$ cat src/rtl/run_sequencer.sv
// run_sequencer
//   Sequences one job for a processor core: stream LOAD_LEN bytes into data
//   memory, pulse the core, wait for completion (or abort after TMO cycles),
//   then stream RES_LEN result bytes back out of memory starting at RES_BASE.
//
// Ports
//   clk_i          rising-edge clock
//   reset_i        synchronous active-low reset
//   start_i        begin a load/run/drain sequence (honoured in IDLE/FIN only)
//   in_valid_i     byte-load stream valid
//   in_data_i      byte-load stream data
//   in_ready_o     byte-load stream ready (high throughout LOAD)
//   mem_wr_en_o    data-memory write enable
//   mem_addr_o     data-memory address (load counter in LOAD, result pointer in DRAIN, else 0)
//   mem_wr_data_o  data-memory write data
//   mem_rd_data_i  data-memory asynchronous read data
//   core_req_o     one-cycle start pulse to the core
//   core_done_i    core completion level (sampled in RUN only)
//   out_valid_o    result stream valid
//   out_data_o     result stream data
//   out_ready_i    result stream ready
//   busy_o         high in every state except IDLE and FIN
//   timeout_o      sticky abort flag, cleared by the next accepted start
//   state_o        current FSM state, for debug and checkers
//
// Handshakes: a transfer happens on a rising clk edge where valid and ready
// are both 1. A source never withdraws valid or changes data while waiting
// for ready; ready may be asserted independently of valid.
module run_sequencer #(
    parameter int AW       = 8,
    parameter int LOAD_LEN = 64,
    parameter int RES_BASE = 64,
    parameter int RES_LEN  = 4,
    parameter int TMO      = 4096
) (
    input  logic          clk_i,
    input  logic          reset_i,
    input  logic          start_i,
    input  logic          in_valid_i,
    input  logic [7:0]    in_data_i,
    output logic          in_ready_o,
    output logic          mem_wr_en_o,
    output logic [AW-1:0] mem_addr_o,
    output logic [7:0]    mem_wr_data_o,
    input  logic [7:0]    mem_rd_data_i,
    output logic          core_req_o,
    input  logic          core_done_i,
    output logic          out_valid_o,
    output logic [7:0]    out_data_o,
    input  logic          out_ready_i,
    output logic          busy_o,
    output logic          timeout_o,
    output logic [2:0]    state_o
);

    typedef enum logic [2:0] {
        S_IDLE  = 3'd0,
        S_LOAD  = 3'd1,
        S_KICK  = 3'd2,
        S_RUN   = 3'd3,
        S_DRAIN = 3'd4,
        S_FIN   = 3'd5
    } state_t;

    localparam int CW = (TMO > 1) ? $clog2(TMO) : 1;

    localparam logic [AW-1:0] LOAD_LAST  = AW'(LOAD_LEN - 1);
    localparam logic [AW-1:0] RES_LAST   = AW'(RES_LEN - 1);
    localparam logic [AW-1:0] RES_BASE_A = AW'(RES_BASE);
    localparam logic [CW-1:0] TMO_LAST   = CW'(TMO - 1);

    state_t        state_q;
    logic [AW-1:0] load_cnt_q;
    logic [AW-1:0] rd_cnt_q;
    logic [CW-1:0] cyc_cnt_q;
    logic          out_valid_q;
    logic [7:0]    out_data_q;
    logic          timeout_q;

    // A byte offered in a reset cycle must not reach memory, so the write
    // strobe is qualified by reset as well as by the registered state.
    logic load_hs;
    assign load_hs = (state_q == S_LOAD) && in_valid_i && reset_i;

    assign in_ready_o    = (state_q == S_LOAD) && reset_i;
    assign mem_wr_en_o   = load_hs;
    assign mem_wr_data_o = load_hs ? in_data_i : 8'h00;
    assign core_req_o    = (state_q == S_KICK);
    assign busy_o        = (state_q != S_IDLE) && (state_q != S_FIN);
    assign out_valid_o   = out_valid_q;
    assign out_data_o    = out_data_q;
    assign timeout_o     = timeout_q;
    assign state_o       = state_q;

    // Result pointer wraps modulo 2^AW through the natural AW-bit add.
    always_comb begin
        mem_addr_o = '0;
        case (state_q)
            S_LOAD:  mem_addr_o = load_cnt_q;
            S_DRAIN: mem_addr_o = RES_BASE_A + rd_cnt_q;
            default: mem_addr_o = '0;
        endcase
    end

    always_ff @(posedge clk_i) begin
        if (!reset_i) begin
            state_q     <= S_IDLE;
            load_cnt_q  <= '0;
            rd_cnt_q    <= '0;
            cyc_cnt_q   <= '0;
            out_valid_q <= 1'b0;
            out_data_q  <= 8'h00;
            timeout_q   <= 1'b0;
        end else begin
            case (state_q)
                S_IDLE, S_FIN: begin
                    if (start_i) begin
                        load_cnt_q <= '0;
                        rd_cnt_q   <= '0;
                        cyc_cnt_q  <= '0;
                        timeout_q  <= 1'b0;
                        state_q    <= (LOAD_LEN == 0) ? S_KICK : S_LOAD;
                    end
                end
                S_LOAD: begin
                    if (in_valid_i) begin
                        load_cnt_q <= load_cnt_q + AW'(1);
                        if (load_cnt_q == LOAD_LAST) begin
                            state_q <= S_KICK;
                        end
                    end
                end
                S_KICK: begin
                    cyc_cnt_q <= '0;
                    state_q   <= S_RUN;
                end
                S_RUN: begin
                    cyc_cnt_q <= cyc_cnt_q + CW'(1);
                    // Completion is checked first so a done on the final
                    // allowed cycle still drains instead of aborting.
                    if (core_done_i) begin
                        rd_cnt_q    <= '0;
                        out_valid_q <= 1'b0;
                        state_q     <= S_DRAIN;
                    end else if (cyc_cnt_q == TMO_LAST) begin
                        timeout_q <= 1'b1;
                        state_q   <= S_FIN;
                    end
                end
                S_DRAIN: begin
                    // Two-phase loop: present address (valid low), capture
                    // the read into out_data, then hold until accepted.
                    if (!out_valid_q) begin
                        out_valid_q <= 1'b1;
                        out_data_q  <= mem_rd_data_i;
                    end else if (out_ready_i) begin
                        out_valid_q <= 1'b0;
                        rd_cnt_q    <= rd_cnt_q + AW'(1);
                        if (rd_cnt_q == RES_LAST) begin
                            state_q <= S_FIN;
                        end
                    end
                end
                default: state_q <= S_IDLE;
            endcase
        end
    end

endmodule

$ cat config.mk
export PLATFORM = sky130hd
export DESIGN_NAME = run_sequencer
export DESIGN_NICKNAME = d
export VERILOG_FILES = /design/src/rtl/run_sequencer.sv
export SDC_FILE = /design/constraint.sdc
export NUM_CORES = 1
export LEC_CHECK = 0
export ABC_AREA = 1
export CAP_MARGIN = 0
export CORE_ASPECT_RATIO = 1.25
export CORE_MARGIN = 8
export CORE_UTILIZATION = 46
export CTS_CLUSTER_DIAMETER = 150
export DETAILED_ROUTE_END_ITERATION = 12
export PLACE_DENSITY = 0.76
export SYNTH_ARGS = -nofsm -noshare
export SYNTH_HDL_FRONTEND = slang
export SYNTH_SLANG_ARGS = --single-unit
$ cat constraint.sdc
create_clock -name clk_i -period 1.45 [get_ports clk_i]
set_input_delay 0.29 -clock clk_i [delete_from_list [all_inputs] [get_ports clk_i]]
set_output_delay 0.29 -clock clk_i [all_outputs]
set_load 0.01 [all_outputs]
==> metrics.txt, run 1 <==
result of the run finished with violations; violated checks negative setup slack; first-pass GRT wire length 14300 µm; root buf cell clkbuf_8; HPWL after DPL 5630 µm; row count 30; compound-gate portion of the synthesized area 12.5%; VDD IR-drop max 0.00101 V; crit start category flip-flop; DRT antenna net count 0; Syn. warnings 0; Die Wd 83.2 µm; I/O pin cnt 55; CTS tree yes; syn nets 410; setup slack, reg-to-reg -0.22 ns; #FFs+latches synth 41; unrepaired setup endpoints after global routing yes; hold_sp out_data_o[0]; Clock Latency Late Sink 0.31 ns; CP Data Arrival Time 1.48 ns; fin util 78.0%; simple-gate area share of the yosys netlist 41.4%; Final setup viols 47; Synth Area in XOR/XNOR 0.675%; area of the die 8320 µm²; count of final max-slew check failures 0; fin worst setup slack -0.324 ns; core area 5440 µm²; leakage power 1.89 nW; Adder-Cell Fraction of Synth Area 1.93%; drt via density 5.51; worst-margin pin slew 0.320 ns; largest family of logic cells by synthesized area simple AND/OR/NAND/NOR gates; Critical Path RT 1.16 ns; DR WL/cell 17.6 µm; Reg clk slew, reported paths 0.08 ns; fin area 4240 µm²; Initial Util 47.7%; EDFF count, synth 0; final hold vios 0; largest net degree at the start of global routing 18; multiplexer share of the synthesized area 0%; Power Density 1670 nW/µm²; total track usage 20.2%; TritonRoute pass-1 iters 5; share of cells above drive strength 1 44.3%; clock sink count 41; Worst setup EP type primary output; min Tclk post-route 1.77 ns; Slew HR 78.4%; Synth cell types 37; initial DRC count 170; worst-path maximum fanout 8; max-cap violations 0; pre-CTS WS -0.721 ns; Clock Skew 0.00721 ns; initial antenna violation count 0; port buffer count 54; clock buffer depth 2; fin crit share 122%; WHS Path Cells 2; vias in the first global route 3142; final wirelength 10300 µm; worst reg2reg path endpoint load_cnt_q[7]; Die Height 100 µm; area grow syn2layout 63.5%; WS Path Type reg -> out; FMAX 0.564 GHz; RR Startpoint state_o[2]; antenna cells 0; Worst Hold Class reg -> reg; Non-Filler Instances 585; Avg Inst Size Synth 6.76 µm²; hold_buf cts 0; hold endpoint out_data_o[0]; mapped cell area 2590 µm²; # placed instances 555; ys async rst share 0%; Nets 546; commonest non-fill, non-tap cell in the layout nand2_1; Seq/Total Area, Yosys 31.6%; Placed Area 3630 µm²; GR Overflow Total 0; DRC viols 0; post-synthesis cell count 384; total CTS buffers 5; commonest non-fill, non-tap cells in the layout nand2_1, buf_4, inv_1; Fill cells 340; Vias 3221; gp weighted congestion 0.885; CTS H-tree depth 2; Reg2Reg Depth 11; Synth Flop Type dfxtp_1
## power by group
part / switching (mW) / internal [mW] / total, mW
clock: 0.449 / 0.516 / 0.964
sequential: 0.131 / 1.29 / 1.42
combinational: 2.57 / 2.13 / 4.69
## worst max-delay path, cell delays in order (launching register included)
cell     delay (ns)
dfxtp_2        0.35
inv_2          0.06
nor2_4         0.12
nand2_4        0.09
nor2_8         0.11
inv_6          0.05
nor2_8         0.11
inv_8          0.06
nor2_2         0.08
buf_2          0.14
## metal layers
metal  up-vias  wire (µm)  global-route usage, %
met3        50        723                   4.86
met1      1499       3800                   21.7
met4         0        563                   7.72
met5         -          0                      0
li1       1495          -                      -
met2       177       5200                   37.1
## area by class of cell
type / instances / area, µm² / share of cell area (%)
clock inverter: 3 / 46.3 / 1.09
multi-input combinational: 276 / 1810 / 42.7
sequential: 41 / 831 / 19.6
clock buffer: 5 / 68.8 / 1.62
inverter: 61 / 254 / 5.98
tap: 64 / 80.1 / 1.89
timing repair buffer: 135 / 1150 / 27.2
## how the worst max path moves through the flow
stage,start,end,slack [ns],cells after the start
6_report,state_o[0],mem_wr_data_o[1],-0.32,9
3_5_place_dp,reset_i,mem_wr_data_o[1],-0.72,8
4_1_cts,state_o[0],mem_wr_data_o[1],-0.29,9
3_3_place_gp,reset_i,mem_wr_data_o[2],-0.66,8
2_1_floorplan,state_o[2],mem_wr_data_o[1],-0.12,9
5_1_grt,state_o[0],mem_wr_data_o[2],-0.38,9
## state kept, by name, summed over array words and instances (netlist names)
| name | count |
|---|---|
| cyc_cnt_q | 12 |
| load_cnt_q | 8 |
| out_data_o | 8 |
| out_valid_o | 1 |
| rd_cnt_q | 8 |
| state_o | 3 |
| timeout_o | 1 |
## per-stage QoR
stage / total power, mW / hold slack (ns) / setup TNS (ns)
after global placement: 4.43 / 0.429 / -14.16
after detailed placement: 4.50 / 0.436 / -15.27
after global routing: 7.34 / 0.475 / -12.07
final: 7.08 / 0.455 / -9.18
after floorplan: 3.14 / 0.428 / -0.898
after CTS: 6.23 / 0.446 / -4.92
## repair_timing
item	4_1_cts	5_1_grt
setup buffers	17	7
gates cloned	2	0
pin swaps	24	23
setup endpoints to repair	58	60
resized for setup	161	66
## synthesized netlist by cell type, types with 2 or more instances
| master | number | area (µm²) |
|---|---|---|
| nor2_1 | 40 | 150 |
| nand3_2 | 3 | 30.0 |
| nor3_1 | 8 | 40.0 |
| inv_1 | 51 | 191 |
| inv_2 | 7 | 26.3 |
| ha_1 | 4 | 50.1 |
| buf_6 | 5 | 56.3 |
| o21ai_0 | 15 | 75.1 |
| nor2_4 | 3 | 33.8 |
| a21oi_2 | 6 | 52.6 |
| nand3_1 | 27 | 135 |
| nand4_1 | 7 | 43.8 |
| clkbuf_1 | 2 | 7.51 |
| inv_4 | 2 | 12.5 |
| xor2_1 | 2 | 17.5 |
| nand2_1 | 86 | 323 |
| o21ai_1 | 5 | 25.0 |
| nand2_2 | 17 | 106 |
| dfxtp_1 | 41 | 821 |
| nor2_8 | 3 | 60.1 |
| nand2_4 | 3 | 33.8 |
| nor2_2 | 8 | 50.1 |
| o22ai_1 | 4 | 25.0 |
| a21oi_1 | 22 | 110 |
## cell families after synthesis
kind of cell / after synthesis
xor gates and xnor gates: 2
adders and majority gates: 4
AOI/OAI and AO/OA: 57
and+or+nand+nor: 211
DFF: 41
buffers and inverters: 69
(Power assumes the default switching activity.)
==> run 2: changes to the inputs <==
--- a/config.mk
+++ b/config.mk
@@ -7,7 +7,6 @@
 export LEC_CHECK = 0
 export ABC_AREA = 1
 export CAP_MARGIN = 0
-export CORE_ASPECT_RATIO = 1.25
 export CORE_MARGIN = 8
 export CORE_UTILIZATION = 46
 export CTS_CLUSTER_DIAMETER = 150
==> metrics.txt, run 2 (synthesis results as in run 1) <==
fin crit share 125%; I/O pin cnt 55; antenna cells 0; max-cap violations 0; port buffer count 54; violated checks negative setup slack; Crit path largest cell delay 0.36 ns; VDD IR-drop max 0.00129 V; GR Overflow Total 0; sw frac 44.2%; gp weighted congestion 0.830; row count 27; Clock Skew 0.0108 ns; clock buffer depth 2; max FFs per register 12; Power Density 1590 nW/µm²; crit start category flip-flop; commonest non-fill, non-tap cell in the layout nand2_1; unrepaired setup endpoints after global routing yes; Initial Util 47.4%; TritonRoute pass-1 iters 6; Clock Latency Late Sink 0.30 ns; register share of total power 21.0%; share of cells above drive strength 1 42.6%; FMAX 0.554 GHz; worst-path maximum fanout 5; Worst setup EP type primary output; drt via density 5.25; WS Path Type reg -> out; Nets 542; largest net degree at the start of global routing 18; Vias 3091; Hold WS 0.442 ns; Placed Area 3630 µm²; initial DRC count 126; DRT antenna net count 0; first-pass GRT wire length 13400 µm; fin worst setup slack -0.356 ns; total power 6.66 mW; area grow syn2layout 61.1%; count of final max-slew check failures 0; combinational share of power 66.7%; core area 5470 µm²; P_int 3.72 mW; net load switching power 2.94 mW; Critical Path RT 1.16 ns; Clk pwr share 12.4%; DR WL/cell 15.0 µm; area of the die 8300 µm²; root buf cell clkbuf_8; commonest non-fill, non-tap cells in the layout nand2_1, buf_4, inv_1; CTS H-tree depth 2; setup TNS -9.20 ns; initial antenna violation count 0; Final setup viols 51; fin area 4180 µm²; final hold vios 0; clock sink count 41; hold_buf cts 0; worst-margin pin slew 0.296 ns; crit path cell chain inv_2, nor2_4, nand2_4, buf_4, buf_8, o22ai_1, buf_2; HPWL after DPL 5350 µm; vias in the first global route 3033; crit path max-delay cell type dfxtp_2; Slew HR 80.1%; Die Height 91.1 µm; CTS tree yes; total track usage 19.0%; DRC viols 0; leakage power 1.89 nW; result of the run finished with violations; Top reg by flops cyc_cnt_q; Die Wd 91.1 µm; min Tclk post-route 1.81 ns; Worst Hold Class reg -> reg; final wirelength 8830 µm; total CTS buffers 5; CP Data Arrival Time 1.52 ns; Reg clk slew, reported paths 0.08 ns
-- run 2: path summary, 6_finish.rpt --
| kind | cells past startpoint | to | slack (ns) | start |
|---|---|---|---|---|
| max | 7 | mem_addr_o[6] | -0.36 | state_o[0] |
| min | 2 | out_data_o[1] | 0.44 | out_data_o[1] |
| max reg2reg | 14 | rd_cnt_q[1] | -0.26 | state_o[2] |
| min reg2reg | 2 | out_data_o[1] | 0.44 | out_data_o[1] |
-- run 2: layout make-up --
type	instances	area, µm²
clock buffers	6	82.6
clock inverters	2	13.8
fillers	374	1290
inverters	61	254
multi-input cells	276	1770
flip-flops and latches	41	828
well taps	72	90.1
repair buffers	131	1150
-- run 2: critical path: cells and delay by family, from the launching register on --
kind | cells | cell delay, ns
flops | 1 | 0.36
buf+inv | 4 | 0.51
compound gates | 1 | 0.16
simple gates | 2 | 0.19
-- run 2: power groups by stage --
stage          sequential [mW]  combinational [mW]  clock [mW]
3_3_place_gp              1.39                3.08           0
4_1_cts                   1.39                3.65       0.826
5_1_grt                   1.41                4.67       0.878
2_1_floorplan             1.45                1.69           0
3_5_place_dp              1.40                3.15           0
6_report                  1.40                4.44       0.823
-- run 2: through the flow --
step                cells  utilization, %  setup slack [ns]
floorplan             384               -            -0.116
global placement      560            66.4            -0.664
detailed placement    560            66.4            -0.699
CTS                   579            70.9            -0.271
global route          589            76.4            -0.356
finish                589            76.4            -0.356
-- run 2: timing repair --
action / 4_1_cts / 5_1_grt
pin swaps: 14 / 13
setup endpoints to repair: 61 / 56
resized for setup: 155 / 58
gates cloned: 2 / 2
buffers inserted: 9 / 9
-- run 2: per-layer routing --
layer	part of all wire [%]	track usage (%)
met1	40	20.5
met2	51	34.7
met3	6.1	4.20
met4	2.6	8.59
met5	0	0
